`src/rtl/fifo_pkg.sv`:
```
//------------------------------------------------------------------------------
// Module  : fifo_pkg
// Brief   : Shared helpers for the dual-clock FIFO pointer controllers.
// Revision: 1.0 - initial release
//------------------------------------------------------------------------------
`default_nettype none

package fifo_pkg;

  // Working width for the converters. Narrower pointers are zero-extended on
  // the way in, which leaves both conversions correct for any width up to this.
  localparam int PTR_MAX_W = 32;

  typedef logic [PTR_MAX_W-1:0] ptr_word_t;

  function automatic ptr_word_t bin2gray(input ptr_word_t b);
    return b ^ (b >> 1);
  endfunction

  function automatic ptr_word_t gray2bin(input ptr_word_t g);
    ptr_word_t b;
    b[PTR_MAX_W-1] = g[PTR_MAX_W-1];
    for (int i = PTR_MAX_W-2; i >= 0; i--) begin
      b[i] = b[i+1] ^ g[i];
    end
    return b;
  endfunction

endpackage

`default_nettype wire

```
`src/rtl/ptr_sync.sv`:
```
//------------------------------------------------------------------------------
// Module  : ptr_sync
// Brief   : N-stage flop synchroniser for a Gray-coded pointer.
// Revision: 1.0 - initial release
//------------------------------------------------------------------------------
`default_nettype none

module ptr_sync #(
  parameter int WIDTH  = 4,
  parameter int STAGES = 2
) (
  input  logic             clk,
  input  logic             rst_n,
  input  logic [WIDTH-1:0] async_i,
  output logic [WIDTH-1:0] sync_o
);

  localparam int PIPE_W = WIDTH * STAGES;

  logic [PIPE_W-1:0] pipe_q;
  logic [PIPE_W-1:0] pipe_d;

  // New sample enters at the low end; the oldest stage is the output.
  assign pipe_d = {pipe_q[PIPE_W-WIDTH-1:0], async_i};

  always_ff @(posedge clk or negedge rst_n) begin
    if (!rst_n) begin
      pipe_q <= '0;
    end else begin
      pipe_q <= pipe_d;
    end
  end

  assign sync_o = pipe_q[PIPE_W-1 -: WIDTH];

endmodule

`default_nettype wire

```
`src/rtl/wr_full_ctrl.sv`:
```
//------------------------------------------------------------------------------
// Module  : wr_full_ctrl
// Brief   : Write-side pointer, full/almost-full, level and overflow logic.
// Revision: 1.0 - initial release
//------------------------------------------------------------------------------
`default_nettype none

module wr_full_ctrl
  import fifo_pkg::*;
#(
  parameter int ADDR_WIDTH   = 8,
  parameter int AFULL_THRESH = (2**ADDR_WIDTH) - 4,
  parameter int SYNC_STAGES  = 2
) (
  input  logic                  wr_clk,
  input  logic                  wr_rstn,
  input  logic                  wr_en,
  input  logic                  ovf_clr,
  input  logic [ADDR_WIDTH:0]   rd_ptr,
  output logic [ADDR_WIDTH:0]   wr_ptr,
  output logic [ADDR_WIDTH-1:0] wr_addr,
  output logic                  wr_ram_we,
  output logic                  wr_full,
  output logic                  wr_almost_full,
  output logic [ADDR_WIDTH:0]   wr_level,
  output logic                  wr_overflow
);

  localparam int              PTR_W   = ADDR_WIDTH + 1;
  localparam logic [PTR_W-1:0] AFULL_L = PTR_W'(AFULL_THRESH);

  logic [PTR_W-1:0] wr_bin_q,   wr_bin_d;
  logic [PTR_W-1:0] wr_gray_q,  wr_gray_d;
  logic             full_q,     full_d;
  logic             afull_q,    afull_d;
  logic [PTR_W-1:0] level_q,    level_d;
  logic             ovf_q,      ovf_d;

  logic             w_push;
  logic [PTR_W-1:0] w_rd_gray_s;
  logic [PTR_W-1:0] w_rd_bin_s;
  logic [PTR_W-1:0] w_full_gray;

  ptr_sync #(
    .WIDTH  (PTR_W),
    .STAGES (SYNC_STAGES)
  ) u_rd_sync (
    .clk     (wr_clk),
    .rst_n   (wr_rstn),
    .async_i (rd_ptr),
    .sync_o  (w_rd_gray_s)
  );

  assign w_push     = wr_en & ~full_q;
  assign w_rd_bin_s = PTR_W'(gray2bin(ptr_word_t'(w_rd_gray_s)));

  // Full when the write pointer is exactly one lap ahead: in Gray that is the
  // read pointer with its two top bits inverted.
  assign w_full_gray = {~w_rd_gray_s[PTR_W-1:PTR_W-2], w_rd_gray_s[PTR_W-3:0]};

  always_comb begin
    wr_bin_d  = wr_bin_q + PTR_W'(w_push);
    wr_gray_d = PTR_W'(bin2gray(ptr_word_t'(wr_bin_d)));
    level_d   = wr_bin_d - w_rd_bin_s;
    full_d    = (wr_gray_d == w_full_gray);
    afull_d   = (level_d >= AFULL_L);
    ovf_d     = ovf_q;
    if (wr_en && full_q) begin
      ovf_d = 1'b1;
    end else if (ovf_clr) begin
      ovf_d = 1'b0;
    end
  end

  always_ff @(posedge wr_clk or negedge wr_rstn) begin
    if (!wr_rstn) begin
      wr_bin_q  <= '0;
      wr_gray_q <= '0;
      full_q    <= 1'b0;
      afull_q   <= 1'b0;
      level_q   <= '0;
      ovf_q     <= 1'b0;
    end else begin
      wr_bin_q  <= wr_bin_d;
      wr_gray_q <= wr_gray_d;
      full_q    <= full_d;
      afull_q   <= afull_d;
      level_q   <= level_d;
      ovf_q     <= ovf_d;
    end
  end

  assign wr_ptr         = wr_gray_q;
  assign wr_addr        = wr_bin_q[ADDR_WIDTH-1:0];
  assign wr_ram_we      = w_push;
  assign wr_full        = full_q;
  assign wr_almost_full = afull_q;
  assign wr_level       = level_q;
  assign wr_overflow    = ovf_q;

endmodule

`default_nettype wire

```
`config.mk`:
```
export PLATFORM = sky130hd
export DESIGN_NAME = wr_full_ctrl
export DESIGN_NICKNAME = d
export VERILOG_FILES = /design/src/rtl/fifo_pkg.sv /design/src/rtl/ptr_sync.sv /design/src/rtl/wr_full_ctrl.sv
export SDC_FILE = /design/constraint.sdc
export NUM_CORES = 1
export LEC_CHECK = 0
export BUFFER_PORTS_ARGS = -buffer_cell sky130_fd_sc_hd__buf_2
export CAP_MARGIN = 20
export CORE_MARGIN = 2
export CORE_UTILIZATION = 48
export DETAILED_ROUTE_END_ITERATION = 6
export GPL_TIMING_DRIVEN = 0
export PLACE_DENSITY = 0.86
export SLEW_MARGIN = 40
export SYNTH_ARGS = -nofsm -noshare
export SYNTH_HDL_FRONTEND = slang
export SYNTH_SLANG_ARGS = --single-unit
export TNS_END_PERCENT = 100
```
`constraint.sdc`:
```
create_clock -name wr_clk -period 3.3 [get_ports wr_clk]
set_input_delay 0.495 -clock wr_clk [delete_from_list [all_inputs] [get_ports wr_clk]]
set_output_delay 0.495 -clock wr_clk [all_outputs]
set_load 0.02 [all_outputs]
```
After elaboration in Yosys (flattened, before gate mapping)
Index checks and enable logic that the tools add are counted.

Output and inout bits: 30. Logic and storage cells: 27. Register bits after elaboration: 48.

Add/subtract/negate cells: 2. Mux-type cells: 2. Bitwise logic cells: 12. Reductions and logical operators: 2. Eq/ne operators: 1. Magnitude comparators: 1.

Operators with widths (number): adder 9 x 1 -> 9 bit (1); equality test 9 bit (1); >= comparator 9 x 8 -> 1 bit, second input constant (1); subtractor 9 bit (1); bitwise XOR 9 x 8 -> 9 bit (1); bitwise XOR 1 bit (8); 2-to-1 mux 1 bit (2); inverter 2 bit (1); nonzero test 2 bit (1); bitwise AND 1 bit (1); logical AND 1 bit (1); inverter 1 bit (1).

Logic depth before layout (Yosys ltp)
Gate-level depths: netlist (run 1).

Depth after elaboration: 10. Gate-level depth with buffers: 15.

Hierarchy
Synthesis (run 1) repeated with hierarchy kept, for this count alone.

Cells, all modules: 169. Area total of the unflattened synthesis: 2134.5 µm².

By module, submodules not included: wr_full_ctrl (area an instance 1616.6 µm², instances 1, cells each 142); ptr_sync (area an instance 518.0 µm², instances 1, cells each 27).

Least setup slack after synthesis (run 1)
No wires, ideal clock.

Path type: flip-flop to flip-flop. From: register u_rd_sync.pipe_q[17]. To: register afull_q (netlist: wr_almost_full). Path buffers: 0. Path slack: -347 ps. Required time: 3180 ps. Clock period less this slack: 3647 ps. Stages on the path, launching flop included: 16. Arrival time: 3527 ps. Cell sequence: dfrtp_1 -> xnor3_2 -> xor2_2 -> xnor3_2 -> xor2_2 -> xor2_2 -> xnor2_1 -> ha_1 -> inv_1 -> fa_1 -> a211oi_1 -> o21ai_0 -> a21o_1 -> a21oi_1 -> xor2_1 -> a41o_1.

Word-level cells in the longest chain between the ends: 10.

Ends and longest elaborated chain: start, declared (RTL line ptr_sync.sv:20) `logic [PIPE_W-1:0] pipe_q;`; start signal, assigned (RTL line ptr_sync.sv:30) `pipe_q <= pipe_d;`; bitwise XOR 1 bit (8 in series) (RTL line fifo_pkg.sv:24) `b[i] = b[i+1] ^ g[i];`; subtractor 9 bit (*) (RTL line wr_full_ctrl.sv:64) `level_d = wr_bin_d - w_rd_bin_s;`; via level_d[8] (RTL line wr_full_ctrl.sv:36) `logic [PTR_W-1:0] level_q, level_d;`; >= comparator 9 x 8 -> 1 bit (*) (RTL line wr_full_ctrl.sv:66) `afull_d = (level_d >= AFULL_L);`; via afull_d (RTL line wr_full_ctrl.sv:35) `logic afull_q, afull_d;`; end signal, assigned (RTL line wr_full_ctrl.sv:87) `afull_q <= afull_d;`; end, declared (RTL line wr_full_ctrl.sv:35).

Mark *: on every way through the listed nets, which the timed path passes. The rest lies on a longest branch. A chain may end at the register's enable or synchronous reset.

Worst setup path in the final report (run 1)
Same ends and word-level chain as after synthesis.

==> flow_summary.json, run 1 <==
{
  "synthTopCellsByArea": "dfrtp_1 56%, xnor2_1 7.5%, ha_1 6.0%",
  "cts_tree": "yes",
  "p_leak_nw": 1.25,
  "chipWidth_microns": 70.0,
  "first_pass_iters": 4,
  "cell_internal_pwr_w": 0.00151,
  "timing_hold_violations_final": 0,
  "antenna_found_initial": 0,
  "r2r-end": "wr_almost_full$_DFF_PN0_",
  "reg2reg_depth": 15,
  "finClkSkew_ns": 0.00733,
  "drive_above_1_share": 0.324,
  "critPathRequiredTime_ns": 3.49,
  "crit_fanout": 3,
  "final_nets": 245,
  "seqPwrFrac": 0.319,
  "h-tree-depth": 2,
  "drt-total-wl_microns": 3420,
  "viasPerCell": 4.84,
  "clkSinkCount": 47,
  "power_switching_share": 0.416,
  "port_buffers": 42,
  "grt_usage": 0.161,
  "syn2layout_area_growth_pct": 21.5,
  "netlist_area_sq_mm": 0.00209,
  "maxSlewViolCount": 0,
  "yosysTopAreaCellShare": 0.562,
  "cts.path.max_buffers": 2,
  "fin_crit_ns": 3.62,
  "antenna_left": 0,
  "die_height_microns": 70.0,
  "ys_async_sr_fraction": 1.00,
  "fin_cells": 274,
  "combPwrFrac": 0.555,
  "dp_cells": 258,
  "powerDensity_mw_per_mm2": 1020,
  "yosys_register_bits": 47,
  "setup_tns_ns": -0.477,
  "numCtsBuffers": 5,
  "synth_ff_type": "dfrtp_1",
  "multi_input_area_sq_um": 897,
  "row_count": 24,
  "worstMarginPinSlew_ns": 0.584,
  "timing.hold.ws_ns": 0.181,
  "coreArea_sq_mm": 0.00426,
  "maxCapViolCount": 0,
  "max_clock_freq_mhz": 276,
  "yosysMostFrequentCell": "dfrtp_1",
  "n_fill_cell": 357,
  "vias": 1326,
  "p_sw_w": 0.00108,
  "clk_latency_ns": 0.30,
  "clkSlewWorstSetupHoldPaths_ns": 0.08,
  "fin_ws_ns": -0.318,
  "place_area_sq_mm": 0.00238,
  "syn_inst": 164,
  "register_area_sq_mm": 0.00118,
  "grt_max_degree": 48,
  "outcome": "finished with violations",
  "final_core_util": 0.596,
  "crit_path_start_kind": "flop",
  "synth_seq_area_share": 0.562,
  "diodes": 0,
  "vdd_drop_max_mv": 0.663,
  "crit_path_end_kind": "flop",
  "grt_pass1_vias": 1391,
  "synth_nets": 188,
  "regToRegSetupSlack_ns": -0.32,
  "synthTopCellsByCount": "47 x dfrtp_1, 18 x xnor2_1, 13 x xor2_1, 11 x nor2_1, 10 x ha_1",
  "grt_remaining_overflow": 0,
  "synthDistinctLibCells": 32,
  "initial_core_util": 0.491,
  "failed_checks": "setup timing",
  "period_share": 1.10,
  "clock_power_share": 0.126,
  "drtIter0Drc": 40,
  "setup_viol": 2,
  "synth_edf_count": 0,
  "synth_top_area_cell": "dfrtp_1",
  "dpl.hpwl_microns": 2530,
  "final_area_sq_mm": 0.00254,
  "routabilityCongestion": 0.734,
  "die_area_sq_mm": 0.00490,
  "rsz0062_at_grt": "true",
  "cts-root-buf": "clkbuf_8",
  "crit_type": "flop to flop",
  "relSlewSlack": 0.608,
  "reg2reg_from": "u_rd_sync.pipe_q[17]$_DFF_PN0_",
  "routedWlPerCell_microns": 12.5,
  "hold_class": "input port to asynchronous set/reset pin",
  "cp.arrival_ns": 3.81,
  "io_pins": 43,
  "avgSynthCellArea_sq_um": 12.8,
  "yosysWarnings": 0,
  "grt_pass1_wl_microns": 6090,
  "drc_errors": 0
}
[metal layers]
metal | global-route usage | wire (microns)
met1 | 0.196 | 1460
met2 | 0.266 | 1690
met3 | 0.0476 | 198
met4 | 0.0705 | 68
met5 | 0 | 0
[flip-flops by register name, indices dropped and copies added, names as in the netlist]
| register | count |
|---|---|
| wr_ptr | 8 |
| wr_full | 1 |
| wr_bin_q | 9 |
| wr_overflow | 1 |
| u_rd_sync.pipe_q | 18 |
| wr_almost_full | 1 |
| wr_level | 9 |
[how the worst max path moves through the flow]
stage,startpoint,slack (ns),endpoint,cells after the start
global placement,u_rd_sync.pipe_q[16]$_DFF_PN0_,-0.36,wr_almost_full$_DFF_PN0_,15
finish,u_rd_sync.pipe_q[17]$_DFF_PN0_,-0.32,wr_almost_full$_DFF_PN0_,15
detailed placement,u_rd_sync.pipe_q[16]$_DFF_PN0_,-0.41,wr_almost_full$_DFF_PN0_,15
floorplan,u_rd_sync.pipe_q[16]$_DFF_PN0_,-0.14,wr_almost_full$_DFF_PN0_,15
global route,u_rd_sync.pipe_q[17]$_DFF_PN0_,-0.48,wr_almost_full$_DFF_PN0_,15
CTS,u_rd_sync.pipe_q[17]$_DFF_PN0_,-0.26,wr_almost_full$_DFF_PN0_,15
[per-stage QoR]
step	power [W]	setup slack [ns]
2_1_floorplan	0.00186	-0.141
3_3_place_gp	0.00215	-0.362
3_5_place_dp	0.00219	-0.414
4_1_cts	0.00260	-0.261
5_1_grt	0.00281	-0.484
6_report	0.00259	-0.318
[layout by cell type, fill, tap and decap left out, types with 2 or more instances in the layout]
cell type	synthesis	routed
o21ai_0	6	4
nand2_1	7	7
nor2b_1	2	2
nand3_1	5	5
o21a_1	2	2
a21o_1	3	3
o21ai_1	0	2
nor3_1	2	2
nor2_1	11	11
buf_2	0	41
clkbuf_8	0	5
buf_4	0	9
xnor2_1	18	18
dfrtp_1	47	47
xnor3_2	2	2
ha_1	10	9
nand2b_1	2	2
a21oi_1	5	4
xor2_1	13	12
or3_1	2	2
inv_1	9	8
xor2_2	3	4
[power groups by stage]
stage          Clock (W)  Combinational (W)  Sequential [W]
4_1_cts         0.000339            0.00143        0.000830
3_3_place_gp           0            0.00131        0.000836
6_report        0.000326            0.00144        0.000827
3_5_place_dp           0            0.00135        0.000839
5_1_grt         0.000366            0.00160        0.000849
2_1_floorplan          0           0.000838         0.00102
[worst max-delay path, stage by stage (launching register included)]
cell,delay [ns]
dfrtp_1,0.37
xnor3_2,0.46
xor2_2,0.17
xnor3_2,0.30
xor2_2,0.20
xor2_2,0.19
xnor2_1,0.16
ha_2,0.22
inv_2,0.04
fa_2,0.36
a211oi_2,0.25
o21ai_1,0.11
a21o_1,0.18
a21oi_2,0.17
xor2_2,0.09
a41o_1,0.22
[logic make-up after synthesis]
| group | count (synthesis) | synth area share |
|---|---|---|
| buffers and inverters | 10 | 0.0215 |
| AOI/OAI and AO/OA | 24 | 0.0772 |
| DFF | 47 | 0.562 |
| and+or+nand+nor | 33 | 0.0730 |
| muxes | 2 | 0.0102 |
| adders and majority gates | 11 | 0.0694 |
| xor gates and xnor gates | 37 | 0.187 |
[final cells by class]
type	count	area share
inverters	9	0.0133
clock buffers	6	0.0286
well taps	52	0.0256
flip-flops and latches	47	0.463
multi-input cells	107	0.353
plain buffers	1	0.00443
repair buffers	50	0.107
clock inverters	2	0.00492
[what timing repair did]
item,in CTS,in global routing
hold buffers,0,0
gates resized for setup,2,3
setup endpoints to repair,3,4
pin swaps,2,1
buffers inserted,7,1
No activity file was read; power rests on OpenSTA's default activity.
==> inputs of run 2 (changes only) <==
--- a/config.mk
+++ b/config.mk
@@ -9,6 +9,7 @@
 export CAP_MARGIN = 20
 export CORE_MARGIN = 2
 export CORE_UTILIZATION = 48
+export CTS_BUF_LIST = sky130_fd_sc_hd__clkbuf_8 sky130_fd_sc_hd__clkbuf_16
 export DETAILED_ROUTE_END_ITERATION = 6
 export GPL_TIMING_DRIVEN = 0
 export PLACE_DENSITY = 0.86
==> run 2 against run 1 <==
Compared with the run above: the flow still finishes with violations (setup timing); critical path type unchanged; non-clock buffer count stayed put; global-route usage is the same; sequential power about the same; combinational power about the same; clock skew unchanged; maximum frequency barely moved; total power decreased by 0.12%; final cell count unchanged; first-iteration DRC count is the same; die area stayed put.
==> flow_summary.json, run 2 (synthesized netlist as in run 1, its figures left out) <==
{
  "numCtsBuffers": 5,
  "place_ws_ns": -0.414,
  "timing_hold_violations_final": 0,
  "final_common_cell": "dfrtp_1",
  "failed_checks": "setup timing",
  "drc_errors": 0,
  "final_core_util": 0.596,
  "n_fill_cell": 357,
  "crit_type": "flop to flop",
  "routabilityCongestion": 0.734,
  "first_pass_iters": 4,
  "crit_slowest_cell": "xnor3_2",
  "clkSinkCount": 47,
  "drtIter0Drc": 40,
  "port_buffers": 42,
  "reg2reg_from": "u_rd_sync.pipe_q[17]$_DFF_PN0_",
  "regMostFlops": "u_rd_sync.pipe_q",
  "fin_ws_ns": -0.318,
  "viasPerCell": 4.84,
  "layout_common_cells": "47 x dfrtp_1, 41 x buf_2, 18 x xnor2_1",
  "row_count": 24,
  "vdd_drop_max_mv": 0.663,
  "cpMostUsedCell": "xor2_2",
  "p_leak_nw": 1.26,
  "rsz0062_at_grt": "true",
  "chipWidth_microns": 70.0,
  "fin_crit_ns": 3.62,
  "io_pins": 43,
  "coreArea_sq_mm": 0.00426,
  "cts_tree": "yes",
  "postCtsHoldBufs": 0,
  "setup_viol": 2,
  "antenna_found_initial": 0,
  "cts-root-buf": "clkbuf_8",
  "critPathRequiredTime_ns": 3.49,
  "hold_class": "input port to asynchronous set/reset pin",
  "clkSlewWorstSetupHoldPaths_ns": 0.08,
  "drt-total-wl_microns": 3420,
  "diodes": 0,
  "cp.arrival_ns": 3.81,
  "relSlewSlack": 0.608,
  "crit_path_end_kind": "flop",
  "powerDensity_mw_per_mm2": 1020,
  "drive_above_1_share": 0.324,
  "largest_reg_flops": 18,
  "die_height_microns": 70.0,
  "worstMarginPinSlew_ns": 0.584,
  "crit_path_start_kind": "flop",
  "maxCapViolCount": 0,
  "maxSlewViolCount": 0,
  "crit_fanout": 3,
  "die_area_sq_mm": 0.00490,
  "crit_chain": "xnor3_2, xor2_2, xnor3_2, xor2_2, xor2_2, xnor2_1, ha_2, inv_2, fa_2, a211oi_2, o21ai_1, a21o_1, a21oi_2, xor2_2, a41o_1",
  "routedWlPerCell_microns": 12.5,
  "grt_pass1_wl_microns": 6090,
  "period_share": 1.10,
  "final_nets": 245,
  "initial_core_util": 0.491,
  "startpoint": "u_rd_sync.pipe_q[17]$_DFF_PN0_",
  "grt_remaining_overflow": 0,
  "grt_max_degree": 48,
  "cts.path.max_buffers": 2,
  "h-tree-depth": 2,
  "regToRegSetupSlack_ns": -0.32,
  "finClkSkew_ns": 0.00733,
  "antenna_left": 0,
  "clk_latency_ns": 0.30,
  "vias": 1326,
  "outcome": "finished with violations",
  "max_stage_delay_ns": 0.46,
  "grt_usage": 0.161,
  "max_clock_freq_mhz": 276,
  "dpl.hpwl_microns": 2530,
  "grt_pass1_vias": 1391,
  "syn2layout_area_growth_pct": 21.5
}
-- run 2: cell count changes in the layout (fill, tap and decap cells not counted) --
cell,change
clkbuf_1,-1
inv_1,+1
-- run 2: what timing repair did --
action / CTS / global route
gates cloned: 0 / 0
endpoints found under the setup margin: 3 / 4
buffers inserted: 7 / 1
pin swaps: 2 / 1
endpoints found under the hold margin: 0 / 0
resized for setup: 2 / 3
-- run 2: critical path: cells and delay by family (launching register included) --
| family | cells | cell delay, ns |
|---|---|---|
| AOI/OAI and AO/OA | 5 | 0.93 |
| DFF | 1 | 0.37 |
| buffers and inverters | 1 | 0.04 |
| adders and majority gates | 2 | 0.58 |
| xor gates and xnor gates | 7 | 1.57 |
-- run 2: cell type report --
cell class | count | area (sq um) | share of cell area
Buffer | 1 | 11.3 | 0.00443
Tap cell | 52 | 65.1 | 0.0256
Inverter | 9 | 33.8 | 0.0133
Multi-Input combinational cell | 107 | 897 | 0.353
Clock inverter | 3 | 16.3 | 0.00640
Timing Repair Buffer | 50 | 273 | 0.107
Clock buffer | 5 | 68.8 | 0.0271
Sequential cell | 47 | 1180 | 0.463
-- run 2: power by group --
part,internal (W),switching (W)
Sequential,0.000746,0.0000806
Combinational,0.000619,0.000819
Clock,0.000145,0.000178
Total,0.00151,0.00108
-- run 2: final timing paths --
check,endpoint,cells past startpoint
max in group asynchronous,wr_level[6]$_DFF_PN0_,1
hold / removal,wr_overflow$_DFFE_PN0P_,1
hold reg to reg,u_rd_sync.pipe_q[10]$_DFF_PN0_,0
setup / recovery,wr_almost_full$_DFF_PN0_,15
min in group wr_clk,u_rd_sync.pipe_q[3]$_DFF_PN0_,1
setup reg to reg,wr_almost_full$_DFF_PN0_,15
-- run 2: metrics by stage --
step	cell area [sq um]	hold slack, ns	std cells	power (W)	setup TNS, ns
2_1_floorplan	2100	0.199	164	0.00186	-0.146
3_3_place_gp	2380	0.331	258	0.00215	-0.621
3_5_place_dp	2380	0.335	258	0.00219	-0.773
4_1_cts	2520	0.198	273	0.00260	-0.437
5_1_grt	2540	0.223	274	0.00281	-0.933
6_report	2540	0.181	274	0.00259	-0.477
-- run 2: metal layers --
layer | part of all wire | vias up | GRT usage
li1 | - | 653 | -
met1 | 0.43 | 630 | 0.196
met2 | 0.49 | 37 | 0.266
met3 | 0.058 | 6 | 0.0476
met4 | 0.020 | 0 | 0.0705
met5 | 0 | - | 0
